<file path="src/rtl/regfile_sb.sv">
// regfile_sb -- parametrised general-purpose register file with a busy scoreboard.
//
// Two combinational read ports with same-cycle write-to-read bypass, one posedge
// write port, an un-bypassed debug read port, and one busy bit per register that
// tracks outstanding multicycle writes (set on issue, cleared on writeback).
//
// Ports:
//   clk, rst_n                  clock (posedge), asynchronous active-low clear
//   rf_wen/addr_w/data_w        writeback port
//   rf_addr_r1/r2 -> data_r1/r2 read ports (bypassed), busy_r1/r2 pending flags
//   rf_issue_en/issue_addr      mark a register pending
//   rf_dbg_addr -> rf_dbg_data  debug read, registered contents only
//   rf_busy_cnt                 number of pending registers (0..NREG)
module regfile_sb #(
   parameter int DATA_W   = 32,
   parameter int ADDR_W   = 5,
   parameter int ZERO_REG = 1
) (
   input  logic              clk,
   input  logic              rst_n,
   input  logic              rf_wen,
   input  logic [ADDR_W-1:0] rf_addr_w,
   input  logic [DATA_W-1:0] rf_data_w,
   input  logic [ADDR_W-1:0] rf_addr_r1,
   input  logic [ADDR_W-1:0] rf_addr_r2,
   output logic [DATA_W-1:0] rf_data_r1,
   output logic [DATA_W-1:0] rf_data_r2,
   output logic              rf_busy_r1,
   output logic              rf_busy_r2,
   input  logic              rf_issue_en,
   input  logic [ADDR_W-1:0] rf_issue_addr,
   input  logic [ADDR_W-1:0] rf_dbg_addr,
   output logic [DATA_W-1:0] rf_dbg_data,
   output logic [ADDR_W:0]   rf_busy_cnt
);

   localparam int NREG = 2**ADDR_W;
   localparam bit ZR   = (ZERO_REG != 0);

   logic [DATA_W-1:0] rf_q [NREG];
   logic [NREG-1:0]   busy_q, busy_d;
   logic [ADDR_W:0]   cnt_q, cnt_d;
   logic              wr_ok, iss_ok;

   // Writes/issues aimed at a hard-wired zero register are dropped entirely.
   always_comb begin
      wr_ok  = rf_wen && !(ZR && (rf_addr_w == '0));
      iss_ok = rf_issue_en && !(ZR && (rf_issue_addr == '0));
   end

   // Clear before set so a same-address issue wins over the writeback.
   // The count is the popcount of the next busy vector, so it always matches the bits.
   always_comb begin
      busy_d = busy_q;
      if (wr_ok)  busy_d[rf_addr_w]     = 1'b0;
      if (iss_ok) busy_d[rf_issue_addr] = 1'b1;
      cnt_d = '0;
      for (int unsigned i = 0; i < NREG; i++) begin
         cnt_d = cnt_d + (ADDR_W+1)'(busy_d[i]);
      end
   end

   always_ff @(posedge clk or negedge rst_n) begin
      if (!rst_n) begin
         for (int unsigned i = 0; i < NREG; i++) begin
            rf_q[i] <= '0;
         end
         busy_q <= '0;
         cnt_q  <= '0;
      end else begin
         if (wr_ok) rf_q[rf_addr_w] <= rf_data_w;
         busy_q <= busy_d;
         cnt_q  <= cnt_d;
      end
   end

   // Read side. Outputs are forced to 0 while in reset so a bypassed write
   // cannot leak through during the clear.
   always_comb begin
      rf_data_r1 = '0;
      rf_data_r2 = '0;
      rf_busy_r1 = 1'b0;
      rf_busy_r2 = 1'b0;
      rf_dbg_data = '0;
      if (rst_n) begin
         if (ZR && (rf_addr_r1 == '0))              rf_data_r1 = '0;
         else if (wr_ok && (rf_addr_r1 == rf_addr_w)) rf_data_r1 = rf_data_w;
         else                                        rf_data_r1 = rf_q[rf_addr_r1];

         if (ZR && (rf_addr_r2 == '0))              rf_data_r2 = '0;
         else if (wr_ok && (rf_addr_r2 == rf_addr_w)) rf_data_r2 = rf_data_w;
         else                                        rf_data_r2 = rf_q[rf_addr_r2];

         // A pending writeback hides the busy bit unless a new producer issues
         // to the same register in the same cycle.
         rf_busy_r1 = busy_q[rf_addr_r1] &&
                      !(wr_ok && (rf_addr_r1 == rf_addr_w) &&
                        !(iss_ok && (rf_issue_addr == rf_addr_r1)));
         rf_busy_r2 = busy_q[rf_addr_r2] &&
                      !(wr_ok && (rf_addr_r2 == rf_addr_w) &&
                        !(iss_ok && (rf_issue_addr == rf_addr_r2)));

         rf_dbg_data = rf_q[rf_dbg_addr];
      end
   end

   assign rf_busy_cnt = cnt_q;

endmodule

</file>
<file path="config.mk">
export PLATFORM = sky130hd
export DESIGN_NAME = regfile_sb
export DESIGN_NICKNAME = d
export VERILOG_FILES = /design/src/rtl/regfile_sb.sv
export SDC_FILE = /design/constraint.sdc
export NUM_CORES = 2
export LEC_CHECK = 0
export BUFFER_PORTS_ARGS = -buffer_cell sky130_fd_sc_hd__buf_2
export CORE_UTILIZATION = 52
export CTS_CLUSTER_DIAMETER = 100
export DETAILED_ROUTE_END_ITERATION = 8
export PLACE_DENSITY = 0.68
export SYNTH_ARGS = -nofsm -noshare
export SYNTH_HDL_FRONTEND = slang
export SYNTH_SLANG_ARGS = --single-unit
</file>
<file path="constraint.sdc">
create_clock -name clk -period 5.25 [get_ports clk]
set_input_delay 0 -clock clk [delete_from_list [all_inputs] [get_ports clk]]
set_output_delay 0 -clock clk [all_outputs]
set_load 0.05 [all_outputs]
</file>
Word level (Yosys, flattened, before mapping):

Index checks and enable logic that the tools add are counted.

* flip-flop bits (word level): 1062
* bits in latches: 0
* RAM bits: 0
* ROM bits: 0
* output and inout port bits: 104
* word-level logic and storage cells: 141
* memories: 0

* add/subtract/negate cells: 31
* multiply operators: 0
* divide/modulo/power cells: 0
* order comparisons: 11
* equal/unequal tests: 4
* shifts and indexed selects: 0
* multiplexer cells: 31
* bitwise gates (word level): 7
* reduce and logical (&&, ||, !) cells: 23

Operator list (count)
* $bwmux W1024: 1
* $mux W32: 16
* $bmux W32 S5: 3
* $demux W32 S5: 1
* $add A6 B1 Y6: 26
* $and A32 B32 Y32: 1
* $not A32 Y32: 1
* $or A32 B32 Y32: 1
* $ge A6 B6 Y1 const B: 4
* $lt A5 B6 Y1 const B: 4
* $not A5 Y6: 4
* $eq A5 B5 Y1: 4
* $logic_not A5 Y1: 4
* $logic_and A1 B1 Y1: 13
* $bmux W1 S5: 2
* $demux W1 S5: 2
* $ge A5 B1 Y1 const B: 2
* $add A5 B1 Y6: 1
* $logic_not A1 Y1: 6
* $lt A6 B1 Y1 const B: 1
* $mux W1: 6
* $add A4 B1 Y5: 1
* $add A3 B1 Y4: 1
* $add A2 B1 Y3: 1
* $add A1 B1 Y2: 1

Depth between registers and ports, before layout:

* depth after elaboration: 40
* gate-level depth with buffers: 23
* mapped depth without buffers: 20

Least setup slack after synthesis:

OpenSTA, ideal clock, no wires.

* path type: input to register
* start: input rf_addr_w[4]
* end: register cnt_q[4], in the netlist rf_busy_cnt[4]
* data arrival time: 5.410 ns
* setup slack: -0.240 ns
* stages on the path: 17
* path buffers: 2
* path through: buf_2 > nor3b_1 > nand2_1 > clkbuf_1 > a22oi_1 > fa_1 > fa_1 > fa_1 > inv_1 > fa_1 > fa_1 > fa_1 > ha_1 > fa_1 > a21o_1 > a21oi_1 > xnor2_1

* longest elaborated chain between the ends: 40

Ends and longest elaborated chain
* start: declaration: line 22 `input logic [ADDR_W-1:0] rf_addr_w,`
* $lt A5 B6 Y1 (implied by the code) / $ge A5 B1 Y1 (equally long branches): line 55 `if (wr_ok) busy_d[rf_addr_w] = 1'b0;`
* $logic_and A1 B1 Y1 (implied by the code): line 55
* $mux W1 (implied by the code): line 55
* $demux W1 S5: line 55
* $not A32 Y32 (no source line)
* $and A32 B32 Y32 (no source line)
* $mux W32 *: line 55
* $or A32 B32 Y32 (no source line)
* $mux W32 *: line 56 `if (iss_ok) busy_d[rf_issue_addr] = 1'b1;`
* $add A1 B1 Y2: line 59 `cnt_d = cnt_d + (ADDR_W+1)'(busy_d[i]);`
* $add A2 B1 Y3: line 59
* $add A3 B1 Y4: line 59
* $add A4 B1 Y5: line 59
* $add A5 B1 Y6: line 59
* $add A6 B1 Y6 (25 in series): line 59
* $add A6 B1 Y6 *: line 59
* net cnt_d[4]: line 42 `logic [ADDR_W:0] cnt_q, cnt_d;`
* end signal: assignment: line 73 `cnt_q <= cnt_d;`
* end: declaration: line 42

The timed path passes the listed nets; every way through them passes the cells marked *.
A chain may end at the register's enable or synchronous reset.

Worst setup path after layout:

* start: input rf_addr_w[4]
* end: register cnt_q[4], in the netlist rf_busy_cnt[4]

RTL lines
* $lt A5 B6 Y1 (implied by the code) / $ge A5 B1 Y1 (equally long branches): line 55
* $logic_and A1 B1 Y1 (implied by the code): line 55
* $mux W1 (implied by the code): line 55
* $demux W1 S5: line 55
* $not A32 Y32 (no source line)
* $and A32 B32 Y32 (no source line)
* $mux W32 *: line 55
* $or A32 B32 Y32 (no source line)
* $mux W32 *: line 56
* net busy_d[7]: line 41 `logic [NREG-1:0] busy_q, busy_d;`
* $add A6 B1 Y6 * (25 in series): line 59
* net cnt_d[4]: line 42

Marks and branches as above.

==> run_results.csv <==
group,metric,value,unit
global_routing,number_of_global_route_vias_before_repair,44000,
sta,layout_worst_path_cycle_share,0.965,
clock_network,clk-insertion-delay-late,0.73,ns
die,floorplan.initialDensity,0.526,
die,die_area,127000,um^2
sta,max_slew_margin,0.231,
setup_path,r2r_end,"rf_busy_cnt[4]$_DFF_PN0_",
sta,fmaxAchievable,0.197,GHz
cells_and_area,postLayoutCellArea,72500,um^2
pwr,pwr_density_cell,401,nW/um^2
die,fp.dieH,357,um
sta,timing.final.hold_violations,0,
route,detailedRoute.firstPassIterationCount,6,
sta,finalSetupViolations,0,
clock_network,cts_htree_levels,3,
hold_path,min-delay-path-class,"in2reg",
pwr,max-vdd-ir-drop,0.000711,V
cells_and_area,ratio_of_cells_with_drive_above_1_in_the_final_layout,0.552,
logic_synthesis,synth_ff_type,"sky130_fd_sc_hd__dfrtp_1",
setup_path,timing.critical_path.from,"rf_addr_w[4]",
die,placementRows,129,
cells_and_area,layout.filler_cells,9611,
clock_network,clock_tree.root_cell,"sky130_fd_sc_hd__clkbuf_16",
cells_and_area,final_nets,4354,
global_routing,antenna_found_initial,4,
setup_path,worstSetupEndpointType,"register",
flow_run,max_cap_violations,0,
outcome,run_status,"finished, final reports clean",
logic_synthesis,synth.ff_latch_count,1062,
logic_synthesis,yosys-top-cells-area,"sky130_fd_sc_hd__dfrtp_1 41%, sky130_fd_sc_hd__mux4_2 29%, sky130_fd_sc_hd__mux2_2 17%, sky130_fd_sc_hd__mux2i_1 2.1%, sky130_fd_sc_hd__a22oi_1 1.6%",
logic_synthesis,avgSynthCellArea,15.3,um^2
setup_path,worstSetupPathType,"in2reg",
global_routing,gr-usage-all-layers,0.341,
logic_synthesis,synth_top_area_cell,"sky130_fd_sc_hd__dfrtp_1",
route,routed-via-count,43300,
setup_path,endpoint,"rf_busy_cnt[4]$_DFF_PN0_",
global_routing,grt_first_pass_wirelength,311000,um
route,avgRoutedWirePerCell,35.6,um
cells_and_area,final_core_utilization,0.583,
logic_synthesis,synthesis.yosys.warnings,0,
setup_path,crit-reg2reg-launch,"busy_q[23]$_DFF_PN0_",
sta,timing_worst_slew_pin_value,1.15,ns
setup_path,path_max_fanout,7,
cells_and_area,area_growth,10.8,%
sta,fin_crit,5.07,ns
sta,accumulated_negative_setup_slack,0,ns
sta,final-max-slew-violation-count,0,
placement,place_congestion,0.862,
logic_synthesis,synth_top_area_frac,0.406,
setup_path,worstRegToRegCells,15,
route,drc_errors,0,
setup_path,reg2reg_slack,0.27,ns
logic_synthesis,post_synth_inst_count,4284,
setup_path,setup.worst_path.start_class,"input port",
pwr,power.leakage,30.9,nW
placement,dp_hpwl,116000,um
route,vias_per_cell,7.23,
die,pin_count,165,
route,drt_wl_total,213000,um
logic_synthesis,seq_area_frac_synth,0.406,
logic_synthesis,synthDistinctLibCells,57,
clock_network,cts-buffers-inserted,116,
die,core-area,124000,um^2
sta,hold_ws,0.384,ns
logic_synthesis,most_frequent_cells_after_synthesis,"1062 x sky130_fd_sc_hd__dfrtp_1, 991 x sky130_fd_sc_hd__mux2_2, 845 x sky130_fd_sc_hd__mux4_2",
clock_network,cts_sinks,1062,
logic_synthesis,synth_most_common_cell,"sky130_fd_sc_hd__dfrtp_1",
clock_network,cts_tree,"yes",
sta,finClkSkew,0.00808,ns
clock_network,cts_buffer_depth,3,
setup_path,worst-endpoint-required,5.90,ns
logic_synthesis,synth_enable_flop_cells,0,
die,die_w,357,um
setup_path,worst_ep_arrival_time,5.72,ns
global_routing,grt_start_max_net_pins,133,
route,first_iter_violations,5748,
global_routing,gr-total-overflow,0,
placement,placed_area,67900,um^2
cells_and_area,seq_area,26600,um^2
route,antenna_violating_nets_left,0,
clock_network,path_clk_slew,0.06,ns
logic_synthesis,synthesis.nets,4376,
logic_synthesis,synth_area,65400,um^2
placement,io_buffer_count,164,
cells_and_area,multiInputGateArea,36600,um^2
logic_synthesis,synth-async-reset-ratio,1.00,
## worst max-delay path, stage by stage
cell and delay, ns:
sky130_fd_sc_hd__dlygate4sd3_1 0.60, sky130_fd_sc_hd__buf_6 0.17, sky130_fd_sc_hd__buf_4 0.16, sky130_fd_sc_hd__nor3b_4 0.32, sky130_fd_sc_hd__nand2_4 0.08, sky130_fd_sc_hd__a22o_1 0.22
sky130_fd_sc_hd__fa_1 0.56, sky130_fd_sc_hd__inv_1 0.06, sky130_fd_sc_hd__fa_1 0.47, sky130_fd_sc_hd__fa_1 0.49, sky130_fd_sc_hd__inv_1 0.05, sky130_fd_sc_hd__fa_1 0.47
sky130_fd_sc_hd__fa_1 0.54, sky130_fd_sc_hd__fa_1 0.42, sky130_fd_sc_hd__ha_2 0.22, sky130_fd_sc_hd__fa_1 0.44, sky130_fd_sc_hd__a21o_1 0.20, sky130_fd_sc_hd__a21oi_2 0.14
sky130_fd_sc_hd__xnor2_1 0.12
## routing by layer
metal,GRT usage,vias up,share of wire
met1,0.467,23300,0.39
met3,0.0815,522,0.099
met2,0.523,2442,0.47
li1,-,17100,-
met5,0,-,0.00011
met4,0.151,4,0.047
## metrics by stage
stage / total power, mW / std cells / setup slack, ns
2_1_floorplan: 18.1 / 4284 / 0.000753
3_3_place_gp: 20.3 / 5722 / -0.0224
3_5_place_dp: 20.5 / 5722 / -0.122
4_1_cts: 29.1 / 5991 / 0.0494
5_1_grt: 30.6 / 5991 / -0.00296
6_report: 29.0 / 5995 / 0.182
## power breakdown
part,internal [mW],switching [mW],leakage (nW),total (mW)
sequential,9.83,1.40,13.6,11.2
clock,4.94,3.53,1.92,8.47
combinational,5.21,4.14,15.4,9.35
total,20.0,9.07,30.9,29.0
## registers in the layout (all words and copies together) (netlist names)
name,flops
rf_busy_cnt,6
rf_q,1024
busy_q,32
## cell type report
cell class	instances	share of cell area
Timing Repair Buffer	379	0.0412
Multi-Input combinational cell	2625	0.506
Tap cell	1637	0.0283
Inverter	78	0.00407
Clock inverter	37	0.00635
Antenna cell	4	0.000138
Clock buffer	173	0.0475
Sequential cell	1062	0.367
## what timing repair did
action / 4_1_cts / 5_1_grt
buffers inserted: 0 / 0
endpoints found under the setup margin: 0 / 3
endpoints found under the hold margin: 1548 / 0
hold buffers: 59 / 0
gates resized for setup: 0 / 10
## worst min-delay path by stage
stage	end	slack, ns	cells after the start	start
after CTS	busy_q[12]$_DFF_PN0_	0.34	4	rf_issue_en
after floorplan	busy_q[0]$_DFF_PN0_	-0.30	0	rst_n
after global routing	busy_q[31]$_DFF_PN0_	0.40	4	rf_issue_addr[0]
after detailed placement	rf_busy_cnt[2]$_DFF_PN0_	0.03	1	rst_n
after global placement	rf_busy_cnt[2]$_DFF_PN0_	0.03	1	rst_n
final	busy_q[12]$_DFF_PN0_	0.38	4	rf_issue_en
## logic make-up (layout without fill, tap and decap cells)
logic type,after synthesis,in the layout,synth area share
buffers and inverters,597,667,0.0389
AND/OR/NAND/NOR,220,220,0.0173
adder cells (fa/ha/maj),31,31,0.00869
XOR/XNOR,21,21,0.00281
flip-flops,1062,1062,0.406
other,0,4,0
AO/OA/AOI/OAI,380,380,0.0434
multiplexers,1973,1973,0.483
## placed cells by master (no fill, tap or decap), types with 58 or more instances in the layout
cell type	Yosys	layout
sky130_fd_sc_hd__a22o_1	76	76
sky130_fd_sc_hd__a22oi_1	139	138
sky130_fd_sc_hd__a32oi_1	62	62
sky130_fd_sc_hd__buf_2	123	150
sky130_fd_sc_hd__buf_4	17	137
sky130_fd_sc_hd__clkbuf_16	0	119
sky130_fd_sc_hd__dfrtp_1	1062	1062
sky130_fd_sc_hd__dlygate4sd3_1	0	58
sky130_fd_sc_hd__inv_1	77	77
sky130_fd_sc_hd__mux2_2	991	991
sky130_fd_sc_hd__mux2i_1	135	135
sky130_fd_sc_hd__mux4_2	845	845
(Power assumes the default switching activity.)
